## config.mk

```make
export PLATFORM = sky130hd
export DESIGN_NAME = clkdiv_ctrl_flat
export DESIGN_NICKNAME = d
export VERILOG_FILES = /design/src/rtl/clkdiv_ctrl_if.sv /design/src/rtl/clkdiv_ctrl.sv /design/src/flat_wrapper.sv
export SDC_FILE = /design/constraint.sdc
export NUM_CORES = 1
export LEC_CHECK = 0
export CAP_MARGIN = 10
export CORE_UTILIZATION = 53
export DETAILED_ROUTE_END_ITERATION = 16
export PLACE_DENSITY_LB_ADDON = 0.25
export SYNTH_ARGS = -nofsm -noshare
export SYNTH_HDL_FRONTEND = slang
export SYNTH_SLANG_ARGS = --single-unit
```

## constraint.sdc

```tcl
create_clock -name CLK -period 3.54 [get_ports CLK]
set_clock_uncertainty 0.15 [all_clocks]
set_input_delay 1.062 -clock CLK [delete_from_list [all_inputs] [get_ports CLK]]
set_output_delay 1.062 -clock CLK [all_outputs]
set_load 0.02 [all_outputs]
```

## src/rtl/clkdiv_ctrl_if.sv

```systemverilog
// rtl/clkdiv_ctrl_if.sv - request/ack and divider-control bundle for clkdiv_ctrl
interface clkdiv_ctrl_if #(
  parameter int RATIO_WIDTH = 8
);
  logic                   ENABLE;
  logic                   REQ0;
  logic [RATIO_WIDTH-1:0] RATIO0;
  logic                   REQ1;
  logic [RATIO_WIDTH-1:0] RATIO1;
  logic                   ACK0;
  logic                   ACK1;
  logic                   ERR;
  logic                   BUSY;
  logic                   DIV_CLK_EN;
  logic [RATIO_WIDTH-1:0] DIV_RATIO;

  modport master (
    output ENABLE, REQ0, RATIO0, REQ1, RATIO1,
    input  ACK0, ACK1, ERR, BUSY, DIV_CLK_EN, DIV_RATIO
  );

  modport slave (
    input  ENABLE, REQ0, RATIO0, REQ1, RATIO1,
    output ACK0, ACK1, ERR, BUSY, DIV_CLK_EN, DIV_RATIO
  );
endinterface

```

## src/rtl/clkdiv_ctrl.sv

```systemverilog
// rtl/clkdiv_ctrl.sv - round-robin ratio-change sequencer for the clock divider
module clkdiv_ctrl #(
  parameter int RATIO_WIDTH   = 8,
  parameter int DRAIN_CYCLES  = 4,
  parameter int SETTLE_CYCLES = 8,
  parameter int RST_RATIO     = 1
) (
  input logic         CLK,
  input logic         RST,
  clkdiv_ctrl_if.slave bus
);

  localparam int MAX_CYC = (DRAIN_CYCLES > SETTLE_CYCLES) ? DRAIN_CYCLES : SETTLE_CYCLES;
  localparam int CW      = (MAX_CYC > 1) ? $clog2(MAX_CYC) : 1;
  localparam logic [CW-1:0]          DRAIN_LD  = CW'(DRAIN_CYCLES - 1);
  localparam logic [CW-1:0]          SETTLE_LD = CW'(SETTLE_CYCLES - 1);
  localparam logic [RATIO_WIDTH-1:0] RST_DIV   = RATIO_WIDTH'(RST_RATIO);

  typedef enum logic [2:0] {
    S_IDLE,
    S_GATE,
    S_LOAD,
    S_SETTLE,
    S_DONE
  } state_t;

  state_t                 state;
  state_t                 state_nxt;
  logic [CW-1:0]          cnt;
  logic                   ptr;
  logic                   lat_id;
  logic                   lat_err;
  logic [RATIO_WIDTH-1:0] lat_ratio;
  logic [RATIO_WIDTH-1:0] div_ratio;

  logic                   any_req;
  logic                   gnt_id;
  logic [RATIO_WIDTH-1:0] gnt_ratio;

  // Requester 1 wins when it is alone or when the pointer favours it.
  assign any_req   = bus.REQ0 | bus.REQ1;
  assign gnt_id    = bus.REQ1 & (~bus.REQ0 | ptr);
  assign gnt_ratio = gnt_id ? bus.RATIO1 : bus.RATIO0;

  always_ff @(posedge CLK) begin
    if (!RST) begin
      state     <= S_IDLE;
      cnt       <= '0;
      ptr       <= 1'b0;
      lat_id    <= 1'b0;
      lat_err   <= 1'b0;
      lat_ratio <= '0;
      div_ratio <= RST_DIV;
    end else begin
      state <= state_nxt;
      case (state)
        S_IDLE: begin
          if (any_req) begin
            lat_id    <= gnt_id;
            lat_ratio <= gnt_ratio;
            lat_err   <= (gnt_ratio == '0);
            ptr       <= ~ptr;
            cnt       <= DRAIN_LD;
          end
        end
        S_GATE: begin
          if (cnt != '0) cnt <= cnt - 1'b1;
        end
        S_LOAD: begin
          div_ratio <= lat_ratio;
          cnt       <= SETTLE_LD;
        end
        S_SETTLE: begin
          if (cnt != '0) cnt <= cnt - 1'b1;
        end
        default: ;
      endcase
    end
  end

  always_comb begin
    state_nxt = state;
    case (state)
      S_IDLE: begin
        if (any_req) begin
          if ((gnt_ratio == '0) || (gnt_ratio == div_ratio)) state_nxt = S_DONE;
          else                                               state_nxt = S_GATE;
        end
      end
      S_GATE:   if (cnt == '0) state_nxt = S_LOAD;
      S_LOAD:   state_nxt = S_SETTLE;
      S_SETTLE: if (cnt == '0) state_nxt = S_DONE;
      S_DONE:   state_nxt = S_IDLE;
      default:  state_nxt = S_IDLE;
    endcase
  end

  always_comb begin
    bus.ACK0       = (state == S_DONE) & ~lat_id;
    bus.ACK1       = (state == S_DONE) &  lat_id;
    bus.ERR        = (state == S_DONE) &  lat_err;
    bus.BUSY       = (state != S_IDLE);
    bus.DIV_CLK_EN = bus.ENABLE & (state != S_GATE) & (state != S_LOAD);
    bus.DIV_RATIO  = div_ratio;
  end

endmodule

```

## src/flat_wrapper.sv

```systemverilog
// flat-port wrapper written by rule: the top's interface ports become plain ports
module clkdiv_ctrl_flat 
#(
  parameter int RATIO_WIDTH   = 8,
  parameter int DRAIN_CYCLES  = 4,
  parameter int SETTLE_CYCLES = 8,
  parameter int RST_RATIO     = 1
)
  (CLK, RST, bus_ENABLE, bus_REQ0, bus_RATIO0, bus_REQ1, bus_RATIO1, bus_ACK0, bus_ACK1, bus_ERR, bus_BUSY, bus_DIV_CLK_EN, bus_DIV_RATIO);
  clkdiv_ctrl_if #(.RATIO_WIDTH(RATIO_WIDTH)) bus_i ();
  input logic CLK;
  input logic RST;
  input wire logic [$bits(bus_i.ENABLE)-1:0] bus_ENABLE;
  input wire logic [$bits(bus_i.REQ0)-1:0] bus_REQ0;
  input wire logic [$bits(bus_i.RATIO0)-1:0] bus_RATIO0;
  input wire logic [$bits(bus_i.REQ1)-1:0] bus_REQ1;
  input wire logic [$bits(bus_i.RATIO1)-1:0] bus_RATIO1;
  output wire logic [$bits(bus_i.ACK0)-1:0] bus_ACK0;
  output wire logic [$bits(bus_i.ACK1)-1:0] bus_ACK1;
  output wire logic [$bits(bus_i.ERR)-1:0] bus_ERR;
  output wire logic [$bits(bus_i.BUSY)-1:0] bus_BUSY;
  output wire logic [$bits(bus_i.DIV_CLK_EN)-1:0] bus_DIV_CLK_EN;
  output wire logic [$bits(bus_i.DIV_RATIO)-1:0] bus_DIV_RATIO;
  assign bus_i.ENABLE = bus_ENABLE;
  assign bus_i.REQ0 = bus_REQ0;
  assign bus_i.RATIO0 = bus_RATIO0;
  assign bus_i.REQ1 = bus_REQ1;
  assign bus_i.RATIO1 = bus_RATIO1;
  assign bus_ACK0 = bus_i.ACK0;
  assign bus_ACK1 = bus_i.ACK1;
  assign bus_ERR = bus_i.ERR;
  assign bus_BUSY = bus_i.BUSY;
  assign bus_DIV_CLK_EN = bus_i.DIV_CLK_EN;
  assign bus_DIV_RATIO = bus_i.DIV_RATIO;
  clkdiv_ctrl #(.RATIO_WIDTH(RATIO_WIDTH), .DRAIN_CYCLES(DRAIN_CYCLES), .SETTLE_CYCLES(SETTLE_CYCLES), .RST_RATIO(RST_RATIO)) u_core (.CLK(CLK), .RST(RST), .bus(bus_i));
endmodule
```

* After elaboration in Yosys (flattened, before gate mapping) *
Index checks and enable logic that the tools add are counted.

storage, ports and cells
  word-level logic and storage cells = 50
  output and inout bits = 13
  bits in registers = 25
  input bits = 21

operators by class
  equality and inequality tests = 11
  reduce and logical (&&, ||, !) cells = 11
  add/sub/neg operators = 1
  bitwise gates (word level) = 11
  mux-type cells = 9

operator list
  cell                   number
  $mux W3                6
  $pmux W3 S4            1
  $pmux W3 S3            1
  $reduce_bool A3 Y1     3
  $eq A8 B8 Y1           1
  $logic_not A8 Y1       1
  $mux W8                1
  $ne A2 B1 Y1 const B   4
  $and A1 B1 Y1          6
  $eq A3 B2 Y1 const B   2
  $logic_not A3 Y1       2
  $reduce_and A3 Y1      2
  $eq A3 B1 Y1 const B   1
  $eq A3 B3 Y1 const B   1
  $ne A3 B1 Y1 const B   1
  $ne A3 B2 Y1 const B   1
  $not A1 Y1             3
  $sub A3 B1 Y3 const B  1
  $or A1 B1 Y1           2
  $reduce_and A2 Y1      1
  $reduce_or A2 Y1       1
  $logic_or A1 B1 Y1     1

* Depth between registers and ports, before layout *
  depth in word-level cells = 9
  depth in mapped cells = 8
  depth with buffers taken out = 8

* Least setup slack after synthesis *
Ideal clock, no wire load.

  path type = input -> output
  start = in bus_ENABLE
  end = out bus_DIV_CLK_EN
  buffers on the path = 0
  data required time = 2.328 ns
  slack = 0.757 ns
  cell stages on the path = 1
  arrival time = 1.571 ns
  path through = a21boi_0

on the way
  word-level cells in the longest chain between the ends = 2

ends and longest elaborated chain
  what                         RTL line            source
  start, declared              flat_wrapper.sv:13  input wire logic [$bits(bus_i.ENABLE)-1:0] bus_ENABLE;
  $and A1 B1 Y1 (2 in series)  clkdiv_ctrl.sv:103  bus.DIV_CLK_EN = bus.ENABLE & (state != S_GATE) & (state != S_LOAD);
  end, declared                flat_wrapper.sv:22  output wire logic [$bits(bus_i.DIV_CLK_EN)-1:0] bus_DIV_CLK_EN;

Every way passes these cells.

* Worst setup path in the final report *
Same ends and word-level chain as after synthesis.

==> impl_metrics.ini <==
[pwr]
p_per_area_mw_per_mm2 = 559.6
power_leakage_nw = 0.7860
ir_worst_vdd_mv = 0.4205

[drt]
drtIter0Drc = 24
drc_errors = 0
wl_mm = 3.569
post_drt_wl_per_cell_um = 15.72
viasPerCell = 6.070
dr_total_vias = 1378
postRouteAntennaNets = 0
dr.pass1.iters = 4

[layout]
fin_nets = 221
drive_above_1_share_pct = 7.614
antenna_cells = 0
postLayoutCellArea_mm2 = 0.001829
fillers = 217
area_growth_pct = 25.06

[setup_path]
r2r_setup_slack_ns = 1.44
worstPathArrival_ns = 2.07
slowest_stage = clkdlybuf4s50_1
worst-setup-path-type = in -> out
crit_fanout = 1
max_stage_delay_ns = 0.46
path_cells = clkdlybuf4s50_1 -> a21boi_0 -> dlygate4sd2_1
critPathLaunchType = primary input
worstPathRequired_ns = 2.33
end_kind = output port

[sta]
worst_slew_pin_slew_ns = 0.6389
drv_slew = 0
hold_viol_final = 0
timing.fmax_mhz = 304.9
worst_slack_ns = 0.2600
fin_crit_ns = 3.280
timing.hold.ws_ns = 0.3496
timing.final.crit_share_pct = 92.66
grt_setup_unrepaired = no
slew_headroom_pct = 57.36
setup_viol = 0

[floorplan]
io_pins = 34
initial_utilization_pct = 57.47
chipHeight_um = 54.54
rows = 18
core-area_mm2 = 0.002545
die_area_mm2 = 0.002974
die_w_um = 54.54

[global_route]
grt_max_degree = 17
grt_overflow = 0
grtUsageTotal_pct = 26.23
antenna_found_initial = 0
grt_pass1_wl_mm = 5.499
first_global_vias = 1226

[placed_design]
placed_area_mm2 = 0.001799
hpwl_mm = 2.636
post-place-ws_ns = -0.04309
place_congestion = 0.8102
port_buffers = 33

[clocking]
numCtsBuffers = 3
clk_latency_ns = 0.33
path_clk_slew_ns = 0.14
h-tree-depth = 1
ctsRootBufferMaster = clkbuf_4
cts_buffer_depth = 2
cts.sinks = 25
cts_tree = yes

[synth]
syn_inst = 166
synthSimpleGateAreaFrac_pct = 28.66
syn_avg_cell_area_um2 = 8.811
synth-xor-area-share_pct = 2.395
yosys-top-cells-area = dfxtp_1 34%, mux2i_1 9.6%, o211a_1 6.2%, nor2b_1 4.7%, nand2b_1 3.8%
synthAdderAreaFrac_pct = 1.711
synth_ff_type = dfxtp_1
async_flop_share_pct = 0
ys_seq_elements = 25
synth_top_area_share_pct = 34.22
ys_types = 42
synth_compound_area_share_pct = 18.73
synth_most_common_cell = dfxtp_1
mappedNetlistNets = 189
synth.top_cells.by_count = 25 x dfxtp_1, 14 x mux2i_1, 14 x nand2_1, 11 x nor2b_1
synth_top_cell_by_area = dfxtp_1
synth_edf_count = 0
synth_top_family_by_area = simple AND/OR/NAND/NOR gates
yosysSeqAreaShare_pct = 34.22
synthMuxAreaShare_pct = 9.581
ys_warn_count = 0
syn_area_mm2 = 0.001463

[worst_hold_path]
hold_class = reg -> reg

[run_status]
status = finished, final reports clean

[job]
maxCapViolCount = 0
-- path summary, 6_finish.rpt --
check / start / to / cells after the start
worst min register to register: u_core.lat_ratio[4] / u_core.lat_ratio[4] / 2
worst max register to register: u_core.ptr / u_core.state[0] / 6
worst min-delay path: u_core.lat_ratio[4] / u_core.lat_ratio[4] / 2
worst max-delay path: bus_ENABLE / bus_DIV_CLK_EN / 3
-- stage by stage --
| stage | util, % | cells | setup TNS, ns | power, mW |
|---|---|---|---|---|
| floorplan | - | 166 | 0 | 0.7518 |
| global placement | 70.70 | 223 | 0 | 0.8646 |
| detailed placement | 70.70 | 223 | -0.04309 | 0.8872 |
| CTS | 71.88 | 227 | 0 | 1.023 |
| global route | 71.88 | 227 | 0 | 1.091 |
| finish | 71.88 | 227 | 0 | 1.024 |
-- power by group --
part	internal [mW]	switching (mW)	leakage, nW
sequential	0.358	0.0657	0.205
combinational	0.215	0.247	0.562
clock	0.0461	0.0924	0.0183
-- layout make-up --
| type | instances | area [µm²] | area share, % |
|---|---|---|---|
| clock buffer | 3 | 22.52 | 1.231 |
| clock inverter | 1 | 8.758 | 0.4788 |
| inverter | 6 | 22.52 | 1.231 |
| multi-input combinational | 127 | 893.4 | 48.84 |
| sequential | 25 | 500.5 | 27.36 |
| tap | 30 | 37.54 | 2.052 |
| timing repair buffer | 35 | 344.1 | 18.81 |
-- layout by cell type, fill, tap and decap left out, types with 3 or more instances in the layout --
cell type,instances
nor2b_1,11
nand2b_1,9
and3_1,3
dfxtp_1,25
xor2_1,4
clkdlybuf4s50_1,32
nor4_1,6
nand4b_1,4
inv_1,6
o211a_1,9
nand2_1,14
a21boi_0,4
nor2_1,3
clkbuf_4,3
nand3_1,8
o21ai_0,8
mux2i_1,14
-- routing by layer --
metal	global-route usage, %	vias up	wire length [µm]
met5	0	-	0
met4	11.54	0	67
met3	6.389	8	134
met2	43.50	43	1691
met1	31.83	663	1676
li1	-	664	-
-- logic make-up (layout without fill, tap and decap cells) --
| family | after synthesis | count (layout) |
|---|---|---|
| and+or+nand+nor | 72 | 72 |
| AOI/OAI and AO/OA | 35 | 35 |
| DFF | 25 | 25 |
| muxes | 14 | 14 |
| buffers and inverters | 14 | 45 |
| xor gates and xnor gates | 4 | 4 |
| adders and majority gates | 2 | 2 |
-- state kept, by name, summed over array words and instances, names as in the netlist --
| signal | cells |
|---|---|
| u_core.bus.DIV_RATIO | 8 |
| u_core.ptr | 1 |
| u_core.lat_err | 1 |
| u_core.state | 3 |
| u_core.cnt | 3 |
| u_core.lat_id | 1 |
| u_core.lat_ratio | 8 |
-- what timing repair did --
action / in CTS / in global routing
endpoints found under the setup margin: 1 / 0
gates resized for setup: 1 / 0
hold buffers: 0 / 0
setup buffers: 0 / 0
-- worst max-delay path, delay by kind of cell --
kind                   cells  cell delay, ns
buffers and inverters      2            0.83
AOI/OAI and AO/OA          1            0.18
(Power assumes the default switching activity.)
